`src/rtl/utmi_pkg.sv`:
```
// Shared definitions for the UTMI receive path: write-FSM states, per-entry tag
// layout and the default widths also used by the ULPI bridge.
package utmi_pkg;

  localparam int UTMI_DATA_W = 8;
  localparam int UTMI_ADDR_W = 4;
  localparam int UTMI_CNT_W  = 8;

  typedef enum logic [1:0] {
    ST_IDLE = 2'd0,
    ST_RECV = 2'd1,
    ST_DROP = 2'd2
  } wr_state_e;

  // Sideband stored next to every data entry; last marks the final byte of a packet.
  typedef struct packed {
    logic last;
  } pkt_tag_t;

endpackage

```
`src/rtl/utmi_pkt_ram.sv`:
```
// Packet storage: data plus tag per entry, one write port, a separate port that
// sets the last flag on commit, and a combinational read port.
module utmi_pkt_ram
  import utmi_pkg::*;
#(
  parameter int DATA_W = UTMI_DATA_W,
  parameter int ADDR_W = UTMI_ADDR_W
) (
  input  logic              ext_clk,
  input  logic              wr_en,
  input  logic [ADDR_W-1:0] wr_addr,
  input  logic [DATA_W-1:0] wr_data,
  input  logic              set_last_en,
  input  logic [ADDR_W-1:0] set_last_addr,
  input  logic [ADDR_W-1:0] rd_addr,
  output logic [DATA_W-1:0] rd_data,
  output logic              rd_last
);

  localparam int DEPTH = 1 << ADDR_W;

  typedef struct packed {
    pkt_tag_t          tag;
    logic [DATA_W-1:0] data;
  } entry_t;

  entry_t mem [DEPTH];

  // A fresh write always starts untagged; commit tags the final byte afterwards.
  always_ff @(posedge ext_clk) begin
    if (wr_en) begin
      mem[wr_addr].data     <= wr_data;
      mem[wr_addr].tag.last <= 1'b0;
    end
    if (set_last_en) begin
      mem[set_last_addr].tag.last <= 1'b1;
    end
  end

  assign rd_data = mem[rd_addr].data;
  assign rd_last = mem[rd_addr].tag.last;

endmodule

```
`src/rtl/utmi_rx_pkt_fifo.sv`:
```
// Packet-aware UTMI receive buffer: bytes are written tentatively, committed when
// rxactive falls, and rolled back (and counted) on rxerror or overflow.
module utmi_rx_pkt_fifo
  import utmi_pkg::*;
#(
  parameter int DATA_W = UTMI_DATA_W,
  parameter int ADDR_W = UTMI_ADDR_W,
  parameter int CNT_W  = UTMI_CNT_W
) (
  input  logic              ext_clk,
  input  logic              ext_rst_n,
  input  logic              utmi_rxactive,
  input  logic              utmi_rxvalid,
  input  logic              utmi_rxerror,
  input  logic [DATA_W-1:0] utmi_data_in,
  output logic [DATA_W-1:0] m_data,
  output logic              m_last,
  output logic              m_valid,
  input  logic              m_ready,
  output logic [ADDR_W:0]   level,
  output logic              pkt_drop,
  output logic [CNT_W-1:0]  drop_cnt
);

  // Handshake: a byte transfers on every edge where m_valid && m_ready; m_valid
  // never depends on m_ready, and m_data/m_last hold until that transfer.

  localparam logic [ADDR_W:0] DEPTH_V = {1'b1, {ADDR_W{1'b0}}};
  localparam logic [ADDR_W:0] ONE_V   = {{ADDR_W{1'b0}}, 1'b1};

  wr_state_e       state;
  logic [ADDR_W:0] rd_ptr;
  logic [ADDR_W:0] wr_commit;
  logic [ADDR_W:0] wr_tent;
  logic [ADDR_W:0] last_ptr;

  logic            full;
  logic            accepting;
  logic            wr_en;
  logic            drop_now;
  logic            commit_now;
  logic            rd_en;
  logic [DATA_W-1:0] ram_data;
  logic            ram_last;

  // Tentative bytes occupy space, so fullness is measured from the tentative pointer.
  assign full       = (wr_tent - rd_ptr) == DEPTH_V;
  assign accepting  = (state != ST_DROP);
  assign wr_en      = accepting & utmi_rxactive & utmi_rxvalid & ~utmi_rxerror & ~full;
  assign drop_now   = accepting & utmi_rxactive & (utmi_rxerror | (utmi_rxvalid & full));
  assign commit_now = (state == ST_RECV) & ~utmi_rxactive & (wr_tent != wr_commit);
  assign last_ptr   = wr_tent - ONE_V;
  assign rd_en      = m_valid & m_ready;

  always_ff @(posedge ext_clk) begin
    if (!ext_rst_n) begin
      state     <= ST_DROP;
      rd_ptr    <= '0;
      wr_commit <= '0;
      wr_tent   <= '0;
      pkt_drop  <= 1'b0;
      drop_cnt  <= '0;
    end else begin
      pkt_drop <= drop_now;
      if (rd_en) begin
        rd_ptr <= rd_ptr + ONE_V;
      end
      case (state)
        ST_IDLE, ST_RECV: begin
          if (drop_now) begin
            state   <= ST_DROP;
            wr_tent <= wr_commit;
            if (drop_cnt != '1) begin
              drop_cnt <= drop_cnt + 1'b1;
            end
          end else if (utmi_rxactive) begin
            state <= ST_RECV;
            if (wr_en) begin
              wr_tent <= wr_tent + ONE_V;
            end
          end else begin
            state <= ST_IDLE;
            if (commit_now) begin
              wr_commit <= wr_tent;
            end
          end
        end
        ST_DROP: begin
          // Leaving DROP is silent so that the post-reset exit is not counted.
          if (!utmi_rxactive) begin
            state <= ST_IDLE;
          end
        end
        default: state <= ST_DROP;
      endcase
    end
  end

  utmi_pkt_ram #(
    .DATA_W (DATA_W),
    .ADDR_W (ADDR_W)
  ) u_ram (
    .ext_clk       (ext_clk),
    .wr_en         (wr_en),
    .wr_addr       (wr_tent[ADDR_W-1:0]),
    .wr_data       (utmi_data_in),
    .set_last_en   (commit_now),
    .set_last_addr (last_ptr[ADDR_W-1:0]),
    .rd_addr       (rd_ptr[ADDR_W-1:0]),
    .rd_data       (ram_data),
    .rd_last       (ram_last)
  );

  assign m_valid = (rd_ptr != wr_commit);
  assign m_data  = m_valid ? ram_data : '0;
  assign m_last  = m_valid & ram_last;
  assign level   = wr_commit - rd_ptr;

endmodule

```
`config.mk`:
```
export PLATFORM = sky130hd
export DESIGN_NAME = utmi_rx_pkt_fifo
export DESIGN_NICKNAME = d
export VERILOG_FILES = /design/src/rtl/utmi_pkg.sv /design/src/rtl/utmi_pkt_ram.sv /design/src/rtl/utmi_rx_pkt_fifo.sv
export SDC_FILE = /design/constraint.sdc
export NUM_CORES = 1
export LEC_CHECK = 0
export ABC_AREA = 1
export CORE_ASPECT_RATIO = 0.75
export CORE_UTILIZATION = 60
export CTS_CLUSTER_DIAMETER = 100
export DETAILED_ROUTE_END_ITERATION = 6
export GPL_TIMING_DRIVEN = 0
export PLACE_DENSITY = 0.8
export SLEW_MARGIN = 30
export SYNTH_ARGS = -nofsm -noshare
export SYNTH_HDL_FRONTEND = slang
export SYNTH_HIERARCHICAL = 1
export SYNTH_SLANG_ARGS = --single-unit
```
`constraint.sdc`:
```
create_clock -name ext_clk -period 2.7 [get_ports ext_clk]
set_input_delay 0.54 -clock ext_clk [delete_from_list [all_inputs] [get_ports ext_clk]]
set_output_delay 0.54 -clock ext_clk [all_outputs]
set_load 0.005 [all_outputs]
```
==> results of run 1 <==
cell type report:
class,instances,area [sq um],share of cell area
inverter,164,646,0.0659
clock buffer,17,425,0.0434
buffer,29,308,0.0314
sequential,170,4690,0.479
clock inverter,15,176,0.0180
timing repair buffer,42,484,0.0495
tap,171,214,0.0219
multi-input combinational,522,2850,0.291
critical path, cell delays in order (launching register included):
cell and delay (ns):
dfxtp_1 0.33, inv_2 0.10, ha_2 0.21, fa_2 0.43, inv_1 0.06, clkdlybuf4s50_1 0.49
layer usage:
layer	share of wire	up-vias
met5	0	-
met4	0.026	0
met3	0.15	57
met2	0.43	422
met1	0.40	3016
li1	-	2991
Yosys cell counts (all sizes together):
| master | number | area share |
|---|---|---|
| nand2 | 233 | 0.11 |
| inv | 161 | 0.076 |
| nand3 | 140 | 0.090 |
| edfxtp | 128 | 0.48 |
| nor2 | 49 | 0.023 |
| dfxtp | 42 | 0.10 |
| buf | 29 | 0.028 |
| o21ai | 19 | 0.012 |
| a21oi | 18 | 0.011 |
| xor2 | 14 | 0.015 |
| ha | 12 | 0.019 |
| o22ai | 12 | 0.0093 |
| nand4 | 7 | 0.0054 |
| xnor2 | 7 | 0.0076 |
| nor3 | 4 | 0.0031 |
| o32ai | 4 | 0.0043 |
| clkinv | 3 | 0.0014 |
| fa | 1 | 0.0025 |
| nor3b | 1 | 0.00093 |
| nor4 | 1 | 0.00078 |
flip-flops by register name, summed over array words and instances, names as in the netlist:
signal     cells
u_ram/mem    144
drop_cnt       8
rd_ptr         5
wr_commit      5
wr_tent        5
state          2
pkt_drop       1
where the power goes:
| part | switching [mW] | internal [mW] |
|---|---|---|
| combinational | 0.710 | 0.416 |
| clock | 1.08 | 1.40 |
| sequential | 0.0291 | 2.84 |
worst min path at each step:
stage / start / end
final: u_ram/mem[7][8] / u_ram/mem[7][8]
after global routing: u_ram/mem[5][8] / u_ram/mem[5][8]
after CTS: u_ram/mem[13][8] / u_ram/mem[13][8]
after detailed placement: u_ram/mem[13][8] / u_ram/mem[13][8]
after global placement: u_ram/mem[3][8] / u_ram/mem[3][8]
after floorplan: u_ram/mem[5][8] / u_ram/mem[5][8]
repair_timing:
action,4_1_cts,5_1_grt
resized for setup,91,33
setup buffers,4,1
pin swaps,6,1
endpoints found under the setup margin,156,156
cells by family (layout without fill, tap and decap cells):
kind of cell	Yosys count	after routing	share of synthesized area
AO/OA/AOI/OAI	53	53	0.0366
XOR/XNOR	21	21	0.0228
adder cells (fa/ha/maj)	13	13	0.0211
buffers and inverters	193	267	0.105
flip-flops	170	170	0.580
AND/OR/NAND/NOR	435	435	0.235
==> metrics.txt, run 1 <==
layout overhead on the synthesized area 21.3%; met3 usage 0.129; Pwr Total around 6.5 mW; Mapped Cells between 800 and 900; total negative slack 0 ns; reg2reg start wr_tent[0]; Area after DPL 8660 sq um; met1 usage 0.458; Vias between 6,000 and 7,000; commonest cells after routing, fill and taps aside 218 x nand2_1, 149 x inv_1, 128 x edfxtp_1; r2r endpoint u_ram/mem[3][3]; vias in the first global route approximately 6,000; H-tree depth 4; outcome finished with violations; Setup Skew 0.00907 ns; Fin Hold WS slightly below 0.5 ns; Final WS setup roughly 0.12 ns; dpl hpwl between 10,000 and 15,000 um; initial antenna violation count 0; Syn. warnings 6; clock sink count 170; syn nets a little over 900; core area between 10,000 and 15,000 sq um; Num CTS Buffers 17; pin count of the biggest net entering global routing 18; placed cells between 1,000 and 1,500; Worst-Margin Slew about 0.82 ns; final core utilization 0.750; CTS tree built; number of hold violations in the final report 0; layout cells sized above 1 0.153; Critical Path AT ~2 ns; gpl congestion roughly 0.96; crit path to level[1]; Initial Util 0.618; Distinct cells, synth 32; setup violators final 0; crit-path max FO 3; total track usage 0.332; final std cell area, no fill a little under 10,000 sq um; Die Wd around 140 um; Final Cycle Share 0.956; Critical Path RT roughly 2.2 ns; DIE AREA about 14,000 sq um; first-pass GRT wire length about 33,000 um; #FFs+latches synth between 150 and 200; clk buf depth 2; Worst-path clk slew ~0.070 ns; VDD IR-drop max 554 uV; Port Buf Inserts 37; IO Count 38; FF-to-FF setup slack between 0.1 and 0.15 ns; post-layout min period approximately 2.6 ns; number of detailed-routing iterations run before antenna repair 7; max-slew violation count 0; Final ANT Viol Nets 0; Reg2Reg Depth 7; clk root buf clkbuf_16; max_cap viols 0; DRC violation count after routing 1; Antenna Cells 0; failing checks design-rule violations; # fillers 919; Via density between 5 and 6; drt total wl roughly 22,000 um; met2 Use GR 0.476; DRT iter0 DRCs between 800 and 900; GR peak layer met2; routed len/inst around 19 um; nets 973; Max Fclk around 0.39 GHz; crit end category output port; worst hold stages 2; die height roughly 100 um; grt total ovfl 0; Skew-Pair Late Insertion Delay about 0.44 ns; worst slack, placed -0.411 ns; Relative slew margins 0.451; commonest non-fill, non-tap cell in the layout nand2_1; Avg Cell Area, Syn 9.12 sq um; # hold bufs at CTS 0; power per standard cell area roughly 660 nW/um^2; std cell rows 36; leakage between 4 and 5 nW; critical path startpoint category flip-flop; kind of critical path reg2out; fin cells 1,130; worst hold path type reg2reg; sequential share of the synthesized area 0.580; CP startpoint wr_commit[0]; Post-Syn Area 8080 sq um
Note: power is estimated with default switching activity, not from simulation.
==> run 2, diff against run 1 <==
--- a/config.mk
+++ b/config.mk
@@ -7,6 +7,7 @@
 export LEC_CHECK = 0
 export ABC_AREA = 1
 export CORE_ASPECT_RATIO = 0.75
+export CORE_MARGIN = 8
 export CORE_UTILIZATION = 60
 export CTS_CLUSTER_DIAMETER = 100
 export DETAILED_ROUTE_END_ITERATION = 6
==> run 2 against run 1 <==
The flow now finishes without violations. Clock-buffer cell count is 8 higher. Largest power group unchanged. Critical path depth is 6 higher. Critical endpoint is now m_data[2]. Non-clock buffer count is 7 higher.
==> metrics.txt, run 2 (synthesized netlist as in run 1, its figures left out) <==
Critical Path AT between 2 and 2.5 ns; met1 usage 0.362; GR peak layer met2; most flop-heavy register u_ram/mem; clk buf depth 2; crit-path max FO 10; commonest non-fill, non-tap cell in the layout nand2_1; Critical Path RT roughly 2.2 ns; CTS tree built; Num CTS Buffers 17; pin count of the biggest net entering global routing 17; number of detailed-routing iterations run before antenna repair 6; Worst-path clk slew approximately 0.060 ns; H-tree depth 4; max-slew violation count 0; Initial Util 0.618; nets 980; Vias 6,736; setup violators final 0; total track usage 0.261; final core utilization 0.748; Top Registers u_ram/mem (144), drop_cnt (8); Final Cycle Share 0.980; number of hold violations in the final report 0; vias in the first global route slightly above 6,000; Via density between 5 and 6; initial antenna violation count 0; commonest cells after routing, fill and taps aside 221 x nand2_1, 150 x inv_1, 128 x edfxtp_1; die height between 100 and 150 um; max_cap viols 0; layout overhead on the synthesized area 21.0%; Setup Skew 0.0101 ns; Relative slew margins 0.417; DRC violation count after routing 0; grt total ovfl 0; Final ANT Viol Nets 0; std cell rows 36; power per standard cell area 640 nW/um^2; Skew-Pair Late Insertion Delay about 0.43 ns; leakage roughly 4.2 nW; met2 Use GR 0.381; RSZ-0062 raised after global routing true; critical path startpoint category flip-flop; DRT iter0 DRCs just under 1,000; drt total wl 22,500 um; max FFs per register 144; crit end category output port; dpl hpwl about 14,000 um; routed len/inst 19.8 um; DIE AREA 17,500 sq um; layout cells sized above 1 0.142; gpl congestion 1.00; Port Buf Inserts 37; core area roughly 13,000 sq um; IO Count 38; Max Fclk 0.378 GHz; Worst-Margin Slew a little under 0.9 ns; clk root buf clkbuf_16; VDD IR-drop max about 560 uV; kind of critical path reg2out; first-pass GRT wire length about 34,000 um; clock sink count between 150 and 200; Pwr Total between 6 and 7 mW; outcome completed; Die Wd around 150 um; worst hold path type reg2reg; post-layout min period roughly 2.6 ns; # fillers 863; met3 usage 0.0697
[run 2: through the flow]
stage	cells	TNS, ns	setup WS (ns)	hold slack [ns]	instance area (sq um)
2_1_floorplan	885	0	0.343	0.447	8080
3_3_place_gp	1093	-45.54	-0.420	0.462	8660
3_5_place_dp	1093	-53.45	-0.502	0.464	8660
4_1_cts	1133	-0.308	-0.162	0.472	9640
5_1_grt	1137	-0.0360	-0.0173	0.487	9770
6_report	1138	0	0.0549	0.478	9770
[run 2: where the power goes]
group          leakage (nW)  total (mW)  switching [mW]  internal, mW
sequential             1.49        2.88          0.0365          2.84
clock                 0.283        2.30           0.978          1.32
combinational          2.46        1.08           0.681         0.399
total                  4.24        6.26            1.70          4.56
[run 2: path summary, 6_finish.rpt]
path | startpoint | endpoint | slack, ns | cells after the start
min reg2reg | u_ram/mem[7][8] | u_ram/mem[7][8] | 0.48 | 2
min | u_ram/mem[7][8] | u_ram/mem[7][8] | 0.48 | 2
max | rd_ptr[0] | m_data[2] | 0.05 | 11
max reg2reg | wr_tent[0] | u_ram/mem[14][6] | 0.12 | 7
[run 2: repair_timing]
item	CTS	global route
hold buffers	0	0
pin swaps	7	3
gates resized for setup	84	23
setup endpoints to repair	156	154
buffers inserted	8	3
cloned	0	1
[run 2: worst max-delay path, stage by stage (launching register included)]
cell             delay [ns]
dfxtp_4                0.39
buf_12                 0.16
inv_12                 0.07
buf_12                 0.15
nand2_1                0.05
nand3_1                0.13
nand3_1                0.12
nand3_1                0.11
nand2_1                0.12
inv_1                  0.06
nor2_1                 0.10
clkdlybuf4s15_1        0.21
[run 2: final cells by class]
class	instances	area, sq um	share of cell area
Antenna cell	1	2.50	0.000256
Buffer	29	294	0.0301
Clock buffer	25	517	0.0529
Clock inverter	7	37.5	0.00384
Inverter	164	636	0.0650
Multi-Input combinational cell	522	2780	0.284
Sequential cell	170	4690	0.480
Tap cell	171	214	0.0219
Timing Repair Buffer	49	601	0.0615
[run 2: routing by layer]
| layer | vias to the layer above | part of all wire |
|---|---|---|
| li1 | 3017 | - |
| met1 | 3117 | 0.40 |
| met2 | 525 | 0.43 |
| met3 | 77 | 0.14 |
| met4 | 0 | 0.030 |
| met5 | - | 0 |
==> run 3, diff against run 2 <==
--- a/config.mk
+++ b/config.mk
@@ -6,6 +6,7 @@
 export NUM_CORES = 1
 export LEC_CHECK = 0
 export ABC_AREA = 1
+export ABC_CLOCK_PERIOD_IN_PS = 2700
 export CORE_ASPECT_RATIO = 0.75
 export CORE_MARGIN = 8
 export CORE_UTILIZATION = 60
==> results of run 3 <==
No change in the layout: final DEF, timing and power equal those of run 2.
